## config.mk

```make
export PLATFORM = sky130hd
export DESIGN_NAME = register_file
export DESIGN_NICKNAME = d
export VERILOG_FILES = /design/src/rtl/td4_pkg.sv /design/src/rtl/register_file_pc_counter.sv /design/src/rtl/register_file.sv
export SDC_FILE = /design/constraint.sdc
export NUM_CORES = 1
export LEC_CHECK = 0
export ABC_AREA = 1
export CORE_MARGIN = 2
export CORE_UTILIZATION = 39
export CTS_BUF_LIST = sky130_fd_sc_hd__clkbuf_4
export DETAILED_ROUTE_END_ITERATION = 7
export MAX_ROUTING_LAYER = met4
export PLACE_DENSITY_LB_ADDON = 0.05
export SETUP_SLACK_MARGIN = 0.1
export SYNTH_ARGS = -nofsm -noshare
export SYNTH_HDL_FRONTEND = slang
export SYNTH_SLANG_ARGS = --single-unit
```

## constraint.sdc

```tcl
create_clock -name clk -period 1 [get_ports clk]
set_input_delay 0.2 -clock clk [delete_from_list [all_inputs] [get_ports clk]]
set_output_delay 0.2 -clock clk [all_outputs]
set_load 0.03 [all_outputs]
```

## src/rtl/td4_pkg.sv

```systemverilog
// td4_pkg: load-select bit positions shared by the register file and its users
package td4_pkg;
  localparam int LD_A   = 0;
  localparam int LD_B   = 1;
  localparam int LD_OUT = 2;
  localparam int LD_PC  = 3;
  localparam int LD_W   = 4;
endpackage

```

## src/rtl/register_file_pc_counter.sv

```systemverilog
// pc_counter: program counter that holds, loads a jump target or increments with wrap
module pc_counter #(
  parameter int               WIDTH    = 4,
  parameter logic [WIDTH-1:0] PC_RESET = '0
) (
  input  logic             clk,
  input  logic             reset,
  input  logic             en,
  input  logic             load,
  input  logic [WIDTH-1:0] d,
  output logic [WIDTH-1:0] q
);
  logic [WIDTH-1:0] r_pc;
  // reset wins; otherwise a step either jumps to d or advances by one, modulo 2^WIDTH
  always_ff @(posedge clk)
    r_pc <= reset ? PC_RESET : !en ? r_pc : load ? d : r_pc + 1'b1;
  assign q = r_pc;
endmodule

```

## src/rtl/register_file.sv

```systemverilog
// register_file: A/B/OUT/PC registers and carry flag of a TD4-style CPU; optional halt on jump-to-self via REGISTER_FILE_HALT_EN
module register_file
  import td4_pkg::*;
#(
  parameter int               WIDTH    = 4,
  parameter logic [WIDTH-1:0] PC_RESET = '0
) (
  input  logic             clk,
  input  logic             reset,
  input  logic             en,
  input  logic [WIDTH-1:0] sum,
  input  logic             co,
  input  logic [LD_W-1:0]  ld,
  output logic [WIDTH-1:0] reg_a,
  output logic [WIDTH-1:0] reg_b,
  output logic [WIDTH-1:0] out_port,
  output logic [WIDTH-1:0] pc,
  output logic             c_flag,
  output logic             halted
);
  logic [WIDTH-1:0] r_a, r_b, r_out, w_pc;
  logic             r_c, w_halted, w_step;
`ifdef REGISTER_FILE_HALT_EN
  logic r_halted;
  logic w_jump_self;
  assign w_jump_self = ld[LD_PC] && (sum == w_pc);
  // a jump to the current pc parks the machine until the next reset
  always_ff @(posedge clk)
    r_halted <= reset ? 1'b0 : r_halted | (en & w_jump_self);
  assign w_halted = r_halted;
`else
  assign w_halted = 1'b0;
`endif
  assign w_step = en & ~w_halted;
  // write the adder result into each selected register and capture the carry every step
  always_ff @(posedge clk)
    if (reset) begin
      r_a   <= '0;
      r_b   <= '0;
      r_out <= '0;
      r_c   <= 1'b0;
    end else if (w_step) begin
      if (ld[LD_A])   r_a   <= sum;
      if (ld[LD_B])   r_b   <= sum;
      if (ld[LD_OUT]) r_out <= sum;
      r_c <= co;
    end
  pc_counter #(.WIDTH(WIDTH), .PC_RESET(PC_RESET)) u_pc (
    .clk  (clk),
    .reset(reset),
    .en   (w_step),
    .load (ld[LD_PC]),
    .d    (sum),
    .q    (w_pc)
  );
  assign reg_a    = r_a;
  assign reg_b    = r_b;
  assign out_port = r_out;
  assign pc       = w_pc;
  assign c_flag   = r_c;
  assign halted   = w_halted;
endmodule

```

==> flow_metrics.tcl <==
set metrics [dict create \
    outcome "complete, but fails checks" \
    violated_checks "negative setup slack" \
    number_of_distinct_library_cell_variants_in_the_gate_level_netlist_after_synthesis 22 \
    power_density_nw_per_um2 1289 \
    critPathTopFamily "flip-flops" \
    dr_pass1_iterations 4 \
    crit_chain "buf_6" \
    cts.clk_slew.worst_paths_ps 100 \
    critical_path_depth 1 \
    r2r_cells 6 \
    cts.htree.levels 1 \
    critical_path.max_fanout 4 \
    groute.usage.overall_pct 18.00 \
    wire_per_inst_microns 11.28 \
    r2r_end "u_pc.q[3]" \
    grt_pass1_vias 671 \
    drt_iter0_drc 4 \
    numClockSinks 17 \
    most_instantiated_flip_flop_cell_in_the_synthesis_netlist "sky130_fd_sc_hd__dfxtp_1" \
    portBuffers 28 \
    post_route_cells_drive_above_1_share_pct 52.55 \
    grt_pass1_wl_mm 2.725 \
    die_y_microns 47.43 \
    antennaDiodeCount 0 \
    multiInputGateArea_sq_um 357.8 \
    detail-route-antenna-nets 0 \
    worst-path-buf-inv 1 \
    yosys_warnings 0 \
    post_route_non_filler_standard_cell_count 162 \
    power_leakage_nw 0.5735 \
    grt_overflow 0 \
    worst-setup-path-type "reg -> out" \
    totalPowerFinal_mw 1.619 \
    max_clock_freq_ghz 0.9920 \
    postSynthRegisterBits 17 \
    root_buffer_cell "sky130_fd_sc_hd__clkbuf_4" \
    avgSynthCellArea_sq_um 7.911 \
    async_reset_ff_share_pct 0 \
    post-dp-hpwl_mm 1.276 \
    areaGrowthSynthToFinish_pct 70.75 \
    floorplan.core_area_sq_um 1745 \
    setup_violations 1 \
    top_level_ports 30 \
    timing_max_transition_violations_final 0 \
    synth_top_cell_area_share_pct 46.26 \
    max_stage_delay_ps 390 \
    mappedNetlistNets 106 \
    route.detailed.vias_per_inst 4.654 \
    drc 0 \
    floorplan.die_area_sq_um 2250 \
    yosysSeqAreaShare_pct 46.26 \
    data_arrival_at_the_endpoint_of_the_critical_path_ps 810 \
    tritoncts "yes" \
    totalWireLength_mm 1.827 \
    area.sequential_sq_um 369.1 \
    grt_setup_unrepaired "yes" \
    regToRegSetupSlack_ps 10 \
    clk_lat_worst_skew_ps 280 \
    synth_most_common_cell "sky130_fd_sc_hd__nor2_1" \
    cts_inserted_buffers 3 \
    post-route-cell-area_sq_um 1256 \
    cts_buffer_depth 2 \
    synthDominantAreaCellType "sky130_fd_sc_hd__dfxtp_1" \
    synth-edff-count 0 \
    ys_top_cells_by_area "sky130_fd_sc_hd__dfxtp_1, sky130_fd_sc_hd__nor2_1, sky130_fd_sc_hd__o21ai_0" \
    finalCritPeriodShare_pct 100.8 \
    synth_commonest_cells "sky130_fd_sc_hd__nor2_1, sky130_fd_sc_hd__dfxtp_1, sky130_fd_sc_hd__o21ai_0" \
    via_count 754 \
    worstPathRequired_ps 800 \
    timing.critical_path.to_type "output port" \
    setup_ws_ps -8.097 \
    critical_path_origin "u_pc.q[0]" \
    gpl.final_weighted_congestion 0.7575 \
    preCtsSetupSlack_ps -278.8 \
    dpl_cell_area_sq_um 1041 \
    cap_viol_max_count 0 \
    nNetsFinal 151 \
    startpoint_types "flip-flop" \
    n_fill_cell 144 \
    critical_path.reg2reg.startpoint "u_pc.q[0]" \
    synth_cells 93 \
    cts-hold-fix-buffers 0 \
    critPathSlowestCell "sky130_fd_sc_hd__dfxtp_4" \
    fin_worst_skew_ps 0.1186 \
    dpl.cell_count 148 \
    min_path_type "in -> reg" \
    antenna_violations_before_repair 0 \
    cp-endpoint "pc[0]" \
    synth.cell_area_sq_um 735.7 \
    start_util_pct 42.15 \
    die_w_microns 47.43 \
    placement_rows 15 \
    worst_ir_drop_vdd_uv 667.4 \
    clock_period_minus_worst_slack_ps 1008 \
    grt_start_max_net_pins 17 \
    final_hold_viol_count 0 \
]
-- metrics by stage --
stage                     util, %  hold slack (ps)  setup TNS (ps)
after floorplan                 -            255.1               0
after global placement      59.64            464.8           -3624
after detailed placement    59.64            471.3           -3874
after CTS                   70.54            440.7          -14.36
after global routing        71.97            484.2          -138.6
final                       71.97            454.9          -8.097
-- layout make-up --
type,count,area share [%]
well taps,25,2.490
flip-flops and latches,17,29.38
inverters,9,3.287
multi-input cells,63,28.49
repair buffers,44,33.96
clock buffers,4,2.390
-- placed cells by master, fill, tap and decap left out --
cell type                         count
sky130_fd_sc_hd__o211ai_1             1
sky130_fd_sc_hd__conb_1               1
sky130_fd_sc_hd__o21ai_1              5
sky130_fd_sc_hd__a21oi_2              3
sky130_fd_sc_hd__nor2_1              23
sky130_fd_sc_hd__a21oi_1              5
sky130_fd_sc_hd__dfxtp_2             14
sky130_fd_sc_hd__nand2_4              3
sky130_fd_sc_hd__clkdlybuf4s50_1      9
sky130_fd_sc_hd__nor2_2               1
sky130_fd_sc_hd__nand2_1              4
sky130_fd_sc_hd__nand3_2              2
sky130_fd_sc_hd__dlygate4sd2_1        2
sky130_fd_sc_hd__a211oi_2             1
sky130_fd_sc_hd__nand4_1              1
sky130_fd_sc_hd__inv_2                1
sky130_fd_sc_hd__dfxtp_4              3
sky130_fd_sc_hd__nand2_2              1
sky130_fd_sc_hd__clkbuf_4             4
sky130_fd_sc_hd__buf_4               14
sky130_fd_sc_hd__o21ai_0              9
sky130_fd_sc_hd__o21ai_2              1
sky130_fd_sc_hd__inv_4                2
sky130_fd_sc_hd__nand3_1              1
sky130_fd_sc_hd__clkinv_2             2
sky130_fd_sc_hd__ha_4                 1
sky130_fd_sc_hd__buf_6               19
sky130_fd_sc_hd__inv_1                4
-- per-layer routing --
layer / part of all wire, % / vias to the layer above / global-route usage [%]
met4: 0 / 0 / 6.667
li1: - / 389 / -
met2: 49 / 22 / 28.38
met1: 45 / 343 / 22.53
met5: 0 / - / -
met3: 5.6 / 0 / 3.774
-- worst min-delay path by stage --
| stage | start | slack, ps | cells past startpoint | end |
|---|---|---|---|---|
| floorplan | reset | 260 | 1 | u_pc.q[3] |
| global placement | out_port[0] | 460 | 2 | out_port[0] |
| detailed placement | reg_a[0] | 470 | 2 | reg_a[0] |
| CTS | en | 440 | 4 | u_pc.q[1] |
| global route | en | 480 | 4 | u_pc.q[1] |
| finish | en | 450 | 4 | u_pc.q[1] |
-- power breakdown --
group / switching (mW) / internal (mW) / total, mW
Clock: 0.202 / 0.182 / 0.384
Combinational: 0.242 / 0.225 / 0.467
Sequential: 0.0385 / 0.729 / 0.768
Total: 0.483 / 1.14 / 1.62
-- logic make-up after synthesis --
kind of cell / count (synthesis) / share of synthesized area (%)
adder cells (fa/ha/maj): 1 / 1.700
other: 1 / 0.5097
buffers and inverters: 13 / 9.523
flip-flops: 17 / 46.26
AND/OR/NAND/NOR: 36 / 22.28
AO/OA/AOI/OAI: 25 / 19.73
-- sequential cells by signal (all words and copies together) (netlist names) --
signal / cells
reg_b: 4
out_port: 4
c_flag: 1
reg_a: 4
u_pc.q: 4
-- timing repair --
| action | 4_1_cts | 5_1_grt |
|---|---|---|
| endpoints found under the setup margin | 32 | 29 |
| pin swaps | 1 | 1 |
| resized for setup | 37 | 5 |
| setup buffers | 9 | 1 |
(Power assumes the default switching activity.)
